<file path="config.mk">
export PLATFORM = sky130hd
export DESIGN_NAME = rxd_ctrl
export DESIGN_NICKNAME = d
export VERILOG_FILES = /design/src/rtl/rxd_ctrl.sv
export SDC_FILE = /design/constraint.sdc
export NUM_CORES = 1
export LEC_CHECK = 0
export CORE_MARGIN = 2
export CORE_UTILIZATION = 30
export DETAILED_ROUTE_END_ITERATION = 16
export GPL_TIMING_DRIVEN = 1
export PLACE_DENSITY_LB_ADDON = 0.1
export RECOVER_POWER = 50
export REMOVE_ABC_BUFFERS = 1
export SETUP_SLACK_MARGIN = 0.2
export SLEW_MARGIN = 30
export SYNTH_ARGS = -nofsm -noshare
export SYNTH_HDL_FRONTEND = slang
export SYNTH_SLANG_ARGS = --single-unit
</file>
<file path="constraint.sdc">
create_clock -name clk -period 2.2 [get_ports clk]
set_clock_uncertainty 0.1 [all_clocks]
set_input_delay 0.55 -clock clk [delete_from_list [all_inputs] [get_ports clk]]
set_output_delay 0.55 -clock clk [all_outputs]
set_load 0.02 [all_outputs]
</file>
<file path="src/rtl/rxd_ctrl.sv">
// rxd_ctrl: UART 8N1 receive controller that sits around rxd_clk.
// It synchronises the serial line, detects the start edge, and raises rx_start.
// It shifts in the frame on each mid-bit sample strobe.
// It ends the frame with rx_done plus rx_valid or frame_err.
// Optional even-parity bit between data and stop: define RXD_PARITY_CHECK_EN.
// With the macro undefined the frame is plain 8N1 and parity_err is tied low.

module rxd_ctrl #(
    parameter int DATA_BITS = 8
) (
    input  logic                 clk,
    input  logic                 rst_n,
    input  logic                 rxd,
    input  logic                 sample_clk,
    output logic                 rx_start,
    output logic                 rx_done,
    output logic [DATA_BITS-1:0] rx_data,
    output logic                 rx_valid,
    output logic                 frame_err,
    output logic                 parity_err,
    output logic                 rx_busy
);

    localparam int CW = (DATA_BITS > 1) ? $clog2(DATA_BITS) : 1;
    localparam logic [CW-1:0] LAST_BIT = CW'(DATA_BITS - 1);

    typedef enum logic [2:0] {
        IDLE,
        START,
        DATA,
        PARITY,
        STOP
    } state_t;

    logic                 sync1_q;
    logic                 sync2_q;
    logic                 delay_q;
    logic                 sampleDly_q;
    logic                 falling;
    logic                 sampleHit;

    state_t               state_q;
    state_t               state_d;
    logic [DATA_BITS-1:0] shift_q;
    logic [DATA_BITS-1:0] shift_d;
    logic [DATA_BITS-1:0] rxData_q;
    logic [DATA_BITS-1:0] rxData_d;
    logic [CW-1:0]        count_q;
    logic [CW-1:0]        count_d;
    logic                 rxStart_q;
    logic                 rxStart_d;
    logic                 rxDone_q;
    logic                 rxDone_d;
    logic                 rxValid_q;
    logic                 rxValid_d;
    logic                 frameErr_q;
    logic                 frameErr_d;
    logic                 busy_q;
`ifdef RXD_PARITY_CHECK_EN
    logic                 parityBad_q;
    logic                 parityBad_d;
    logic                 parityErr_q;
    logic                 parityErr_d;
`endif

    // Line synchroniser, edge-delay flop and sample-strobe history; line idles high out of reset
    always_ff @(posedge clk) begin
        if (!rst_n) begin
            sync1_q     <= 1'b1;
            sync2_q     <= 1'b1;
            delay_q     <= 1'b1;
            sampleDly_q <= 1'b0;
        end else begin
            sync1_q     <= rxd;
            sync2_q     <= sync1_q;
            delay_q     <= sync2_q;
            sampleDly_q <= sample_clk;
        end
    end

    assign falling   = delay_q & ~sync2_q;
    assign sampleHit = sample_clk & ~sampleDly_q;

    // State register
    always_ff @(posedge clk) begin
        if (!rst_n) begin
            state_q <= IDLE;
        end else begin
            state_q <= state_d;
        end
    end

    // Next-state logic: frames advance only on a sample strobe rising edge
    always_comb begin
        state_d = state_q;
        case (state_q)
            IDLE: begin
                if (falling) begin
                    state_d = START;
                end
            end
            START: begin
                if (sampleHit) begin
                    state_d = sync2_q ? IDLE : DATA;
                end
            end
            DATA: begin
                if (sampleHit && (count_q == LAST_BIT)) begin
`ifdef RXD_PARITY_CHECK_EN
                    state_d = PARITY;
`else
                    state_d = STOP;
`endif
                end
            end
            PARITY: begin
                if (sampleHit) begin
                    state_d = STOP;
                end
            end
            STOP: begin
                if (sampleHit) begin
                    state_d = IDLE;
                end
            end
            default: begin
                state_d = IDLE;
            end
        endcase
    end

    // Output and datapath next values; every pulse is registered one cycle after its cause
    always_comb begin
        rxStart_d  = 1'b0;
        rxDone_d   = 1'b0;
        rxValid_d  = 1'b0;
        frameErr_d = 1'b0;
        shift_d    = shift_q;
        count_d    = count_q;
        rxData_d   = rxData_q;
`ifdef RXD_PARITY_CHECK_EN
        parityBad_d = parityBad_q;
        parityErr_d = 1'b0;
`endif
        case (state_q)
            IDLE: begin
                count_d = '0;
`ifdef RXD_PARITY_CHECK_EN
                parityBad_d = 1'b0;
`endif
                if (falling) begin
                    rxStart_d = 1'b1;
                end
            end
            START: begin
                if (sampleHit) begin
                    if (sync2_q) begin
                        rxDone_d = 1'b1;
                    end else begin
                        count_d = '0;
                    end
                end
            end
            DATA: begin
                if (sampleHit) begin
                    shift_d[count_q] = sync2_q;
                    count_d          = count_q + CW'(1);
                end
            end
            PARITY: begin
`ifdef RXD_PARITY_CHECK_EN
                if (sampleHit) begin
                    parityBad_d = (sync2_q != (^shift_q));
                end
`endif
            end
            STOP: begin
                if (sampleHit) begin
                    rxDone_d = 1'b1;
                    if (sync2_q) begin
`ifdef RXD_PARITY_CHECK_EN
                        if (!parityBad_q) begin
                            rxValid_d = 1'b1;
                            rxData_d  = shift_q;
                        end
`else
                        rxValid_d = 1'b1;
                        rxData_d  = shift_q;
`endif
                    end else begin
                        frameErr_d = 1'b1;
                    end
`ifdef RXD_PARITY_CHECK_EN
                    parityErr_d = parityBad_q;
`endif
                end
            end
            default: begin
            end
        endcase
    end

    // Output and datapath registers; busy covers the rx_start cycle through the rx_done cycle
    always_ff @(posedge clk) begin
        if (!rst_n) begin
            rxStart_q  <= 1'b0;
            rxDone_q   <= 1'b0;
            rxValid_q  <= 1'b0;
            frameErr_q <= 1'b0;
            busy_q     <= 1'b0;
            shift_q    <= '0;
            count_q    <= '0;
            rxData_q   <= '0;
`ifdef RXD_PARITY_CHECK_EN
            parityBad_q <= 1'b0;
            parityErr_q <= 1'b0;
`endif
        end else begin
            rxStart_q  <= rxStart_d;
            rxDone_q   <= rxDone_d;
            rxValid_q  <= rxValid_d;
            frameErr_q <= frameErr_d;
            busy_q     <= (state_d != IDLE) || rxDone_d;
            shift_q    <= shift_d;
            count_q    <= count_d;
            rxData_q   <= rxData_d;
`ifdef RXD_PARITY_CHECK_EN
            parityBad_q <= parityBad_d;
            parityErr_q <= parityErr_d;
`endif
        end
    end

    assign rx_start  = rxStart_q;
    assign rx_done   = rxDone_q;
    assign rx_valid  = rxValid_q;
    assign frame_err = frameErr_q;
    assign rx_data   = rxData_q;
    assign rx_busy   = busy_q;
`ifdef RXD_PARITY_CHECK_EN
    assign parity_err = parityErr_q;
`else
    assign parity_err = 1'b0;
`endif

endmodule

</file>
==> results of run 1 <==
==> sequential cells by signal, indices dropped and copies added, names as in the netlist <==
signal and count:
state_q 3, count_q 3, sync2_q 1, rx_valid 1, rx_done 1, sampleDly_q 1
frame_err 1, rx_busy 1, rx_data 8, delay_q 1, sync1_q 1, shift_q 8
rx_start 1
==> cell families after synthesis <==
logic type,share of synthesized area [%]
compound gates,7.22
flops,50.5
mux,6.51
fa+ha+maj,2.03
buf+inv,3.87
other cells,0.305
simple gates,29.6
==> cell type report <==
type / instances / area [um^2]
clock buffer: 6 / 72.6
fill: 409 / 2440
inverter: 1 / 3.75
multi-input combinational: 96 / 572
sequential: 31 / 621
tap: 50 / 62.6
timing repair buffer: 22 / 204
==> layout by cell type (no fill, tap or decap), types with 3 or more instances in the layout <==
cell / n
dfxtp_1: 31
nand2_1: 20
clkdlybuf4s50_1: 14
nand3_1: 12
o21ai_0: 11
nor2_1: 10
mux2i_1: 8
nand2b_1: 5
clkbuf_8: 5
buf_4: 5
a21oi_1: 3
nor3_1: 3
==> routing by layer <==
metal  vias to the layer above  part of all wire (%)  GRT usage (%)
met5                         -                     0              0
met4                         0                   2.5           7.50
met3                         6                   4.4           5.43
met2                        14                    43           18.0
met1                       445                    50           15.6
li1                        502                     -              -
==> per-stage QoR <==
stage	utilization (%)	hold WS [ns]
3_5_place_dp	36.6	0.309
2_1_floorplan	-	0.286
3_3_place_gp	36.6	0.295
6_report	38.7	0.314
4_1_cts	38.4	0.322
5_1_grt	38.7	0.354
==> critical path: stages <==
cell and delay [ns]:
dlygate4sd3_1 0.61, or2b_2 0.20, nor3_1 0.04, or2_0 0.24, or4_1 0.48
==> timing repair <==
| action | in CTS | in global routing |
|---|---|---|
| gates resized for setup | 0 | 4 |
| endpoints found under the setup margin | 0 | 6 |
| setup buffers | 0 | 0 |
==> worst paths after layout <==
check	start	endpoint	slack, ns	cells past startpoint
setup / recovery	rst_n	rx_busy$_SDFF_PN0_	0.15	5
hold / removal	sync1_q$_SDFF_PN1_	sync2_q$_SDFF_PN1_	0.31	1
setup reg to reg	count_q[0]$_SDFFE_PN0P_	rx_busy$_SDFF_PN0_	0.24	6
hold reg to reg	sync1_q$_SDFF_PN1_	sync2_q$_SDFF_PN1_	0.31	1
==> power groups by stage <==
stage | Sequential, W | Clock (W) | Combinational [W]
6_report | 0.000573 | 0.000403 | 0.0000524
5_1_grt | 0.000573 | 0.000453 | 0.0000585
4_1_cts | 0.000573 | 0.000425 | 0.0000548
3_5_place_dp | 0.000585 | 0 | 0.0000546
3_3_place_gp | 0.000585 | 0 | 0.0000551
2_1_floorplan | 0.000586 | 0 | 0.0000239
==> impl_metrics.yaml, run 1 <==
clock_network:
  clock_latency_ns: 0.28
  numCtsBuffers: 5
  cts_root_buf: "clkbuf_8"
  cts.sink_count: 31
  cts_hold_buf: 0
  cts_max_path_buffers: 2
  cts_htree_levels: 2
  cts_tree: "built"
  path_clk_slew_ns: 0.06
global_routing:
  grt_max_degree: 27
  antenna_found_initial: 0
  gr-total-overflow: 0
  grt_pass1_wl_um: 4110
  grt_pass1_vias: 883
  track_usage_pct: 12.6
power_and_ir_drop:
  irDropWorstVdd_v: 0.000357
  comb_power_share_pct: 5.1
  power_leakage_nw: 0.569
  power.density_nw_per_um2: 670
  power.share.sequential_pct: 55.7
  p_clk_share_pct: 39.2
  power_w: 0.00103
  p_int_w: 0.000801
  p_sw_share_pct: 22.1
  p_sw_w: 0.000227
setup_path:
  cp_max_fo: 4
  cp.required_ns: 2.25
  path_class: "input pin to flop"
  cp.arrival_ns: 2.10
  crit_path_end_kind: "flop"
  critPathLaunchType: "input pin"
route:
  routed_wl_um: 2430
  viasPerCell: 4.69
  first_pass_iters: 4
  postRouteAntennaNets: 0
  drt_iter0_markers: 45
  vias: 967
  drc: 0
  post_drt_wl_per_cell_um: 11.8
final_layout:
  fin_nets: 163
  drive_gt1_share_pct: 9.62
  layout.cell_area.non_filler_um2: 1540
  syn_to_final_growth_pct: 24.8
  antennaDiodeCount: 0
  final_cells: 206
placement:
  dp_hpwl_um: 1670
  dp_slack_ns: -0.0655
  port_buffers: 16
  gp_congestion: 0.715
  dp_cells: 200
  dpl_cell_area_um2: 1450
yosys:
  yosysUniqueCellTypes: 31
  ys_top_cells_by_area: "dfxtp_1 (50%), mux2i_1 (6.5%), nand2_1 (6.1%)"
  synth_top_area_cell: "dfxtp_1"
  synthTopCellsByCount: "dfxtp_1 (31), nand2_1 (20), nand3_1 (12), o21ai_0 (12), nor2_1 (10)"
  synth_most_common_cell: "dfxtp_1"
  yosys_warnings: 0
  syn_inst: 136
  synth_seq_area_share_pct: 50.5
  ys.flop_type: "dfxtp_1"
  synth_edf_count: 0
  async_flop_share_pct: 0
  synth.top_cell.area_share_pct: 50.5
  mappedNetlistArea_um2: 1230
  synth-seq-cells: 31
  syn_avg_cell_area_um2: 9.04
timing:
  finalSetupTns_ns: 0
  fin_ws_ns: 0.150
  finalCritPeriodShare_pct: 93.2
  min_period_ns: 2.05
  hold_viol: 0
  maxSlewViolCount: 0
  rsz0062_at_grt: "yes"
  clock.fmax_mhz: 488
  finalSetupViolCount: 0
floorplan:
  die_x_um: 68.0
  dieArea_um2: 4630
  coreArea_um2: 3970
  io_pins: 18
  dieHeight_um: 68.0
  num_rows: 23
  start_util_pct: 31.0
status:
  status: "completed"
worst_hold_path:
  hp-class: "flop to flop"
job:
  maxCapViolCount: 0
Note: power is estimated with default switching activity, not from simulation.
==> run 2, diff against run 1 <==
Settings changed: CTS_CLUSTER_DIAMETER set to 100, MAX_ROUTING_LAYER set to met4.
==> impl_metrics.yaml, run 2 (synthesis gave the netlist of run 1 again) <==
status:
  status: "completed"
route:
  postRouteAntennaNets: 0
  first_pass_iters: 4
  post_drt_wl_per_cell_um: 11.8
  vias: 967
  routed_wl_um: 2430
  drc: 0
  viasPerCell: 4.69
  drt_iter0_markers: 45
power_and_ir_drop:
  power_w: 0.00103
  p_int_w: 0.000801
  p_sw_w: 0.000227
  p_clk_share_pct: 39.2
  power.share.sequential_pct: 55.7
  p_sw_share_pct: 22.1
  irDropWorstVdd_v: 0.000357
  power_leakage_nw: 0.569
  comb_power_share_pct: 5.1
  power.density_nw_per_um2: 670
clock_network:
  path_clk_slew_ns: 0.06
  cts_htree_levels: 2
  numCtsBuffers: 5
  cts_max_path_buffers: 2
  cts_hold_buf: 0
  cts_root_buf: "clkbuf_8"
  post-cts-setup-buffers: 0
  cts_tree: "built"
  cts_resized: 0
  clock_latency_ns: 0.28
  cts.sink_count: 31
timing:
  rsz0062_at_grt: "yes"
  finalCritPeriodShare_pct: 93.2
  clock.fmax_mhz: 488
  fin_ws_ns: 0.150
  min_period_ns: 2.05
  maxSlewViolCount: 0
  hold_viol: 0
  finalSetupViolCount: 0
floorplan:
  dieArea_um2: 4630
  num_rows: 23
  die_x_um: 68.0
  dieHeight_um: 68.0
  io_pins: 18
  start_util_pct: 31.0
  coreArea_um2: 3970
final_layout:
  final_cells: 206
  layout.cell_area.non_filler_um2: 1540
  fin_nets: 163
  seq_area_um2: 621
  antennaDiodeCount: 0
  fin_util_pct: 38.7
  drive_gt1_share_pct: 9.62
  syn_to_final_growth_pct: 24.8
  multiInputGateArea_um2: 572
  final_cell_mix: "dfxtp_1 (31), nand2_1 (20), clkdlybuf4s50_1 (14)"
  mostFrequentLayoutCell: "dfxtp_1"
  nFillCells: 409
global_routing:
  grt_pass1_wl_um: 4110
  grt_max_degree: 27
  gr-total-overflow: 0
  track_usage_pct: 12.9
  grt_pass1_vias: 883
  antenna_found_initial: 0
setup_path:
  path_class: "input pin to flop"
  cp.required_ns: 2.25
  cp_slowest_cell: "dlygate4sd3_1"
  cp_cell_sequence: "dlygate4sd3_1 > or2b_2 > nor3_1 > or2_0 > or4_1"
  path_buf_inv: 1
  startpoint: "rst_n"
  critPathLaunchType: "input pin"
  r2r_start: "count_q[0]$_SDFFE_PN0P_"
  crit_path_end_kind: "flop"
  crit_family: "simple AND/OR/NAND/NOR gates"
  max_stage_delay_ns: 0.61
  cp.arrival_ns: 2.10
  cp_max_fo: 4
placement:
  dpl_cell_area_um2: 1450
  dp_cells: 200
  port_buffers: 16
  dp_hpwl_um: 1670
  dp_slack_ns: -0.0655
  gp_congestion: 0.723
job:
  maxCapViolCount: 0
worst_hold_path:
  hp-class: "flop to flop"
  min_from: "sync1_q$_SDFF_PN1_"
==> run 2: final timing paths <==
| check | depth (start not counted) | endpoint | slack [ns] |
|---|---|---|---|
| hold / removal | 1 | sync2_q$_SDFF_PN1_ | 0.31 |
| setup reg to reg | 6 | rx_busy$_SDFF_PN0_ | 0.24 |
| hold reg to reg | 1 | sync2_q$_SDFF_PN1_ | 0.31 |
| setup / recovery | 5 | rx_busy$_SDFF_PN0_ | 0.15 |
==> run 2: final cells by class <==
class	instances	area share (%)
repair buffers	22	13.3
inverters	1	0.244
clock buffers	6	4.73
multi-input cells	96	37.2
well taps	50	4.07
flip-flops and latches	31	40.4
==> run 2: worst register-to-register path: cells and delay by family, from the launching register on <==
family / cells / cell delay, ns
fa+ha+maj: 2 / 0.41
flops: 1 / 0.41
simple gates: 4 / 0.92
==> run 2: power by group through the flow <==
stage                     Clock [W]  Sequential, W  Combinational [W]
after floorplan                   0       0.000586          0.0000239
after global placement            0       0.000585          0.0000551
after detailed placement          0       0.000585          0.0000546
after CTS                  0.000425       0.000573          0.0000548
after global routing       0.000453       0.000573          0.0000585
final                      0.000403       0.000573          0.0000524
==> run 2: through the flow <==
stage	setup TNS, ns	hold WS [ns]
finish	0	0.314
global route	0	0.354
CTS	0	0.322
detailed placement	-0.0870	0.309
global placement	-0.0135	0.295
floorplan	0	0.286
==> run 2: routing by layer <==
| metal | up-vias | track usage, % | wire, um |
|---|---|---|---|
| li1 | 502 | - | - |
| met2 | 14 | 18.0 | 1040 |
| met3 | 6 | 5.43 | 106 |
| met5 | - | - | 0 |
| met4 | 0 | 7.50 | 57 |
| met1 | 445 | 15.6 | 1220 |
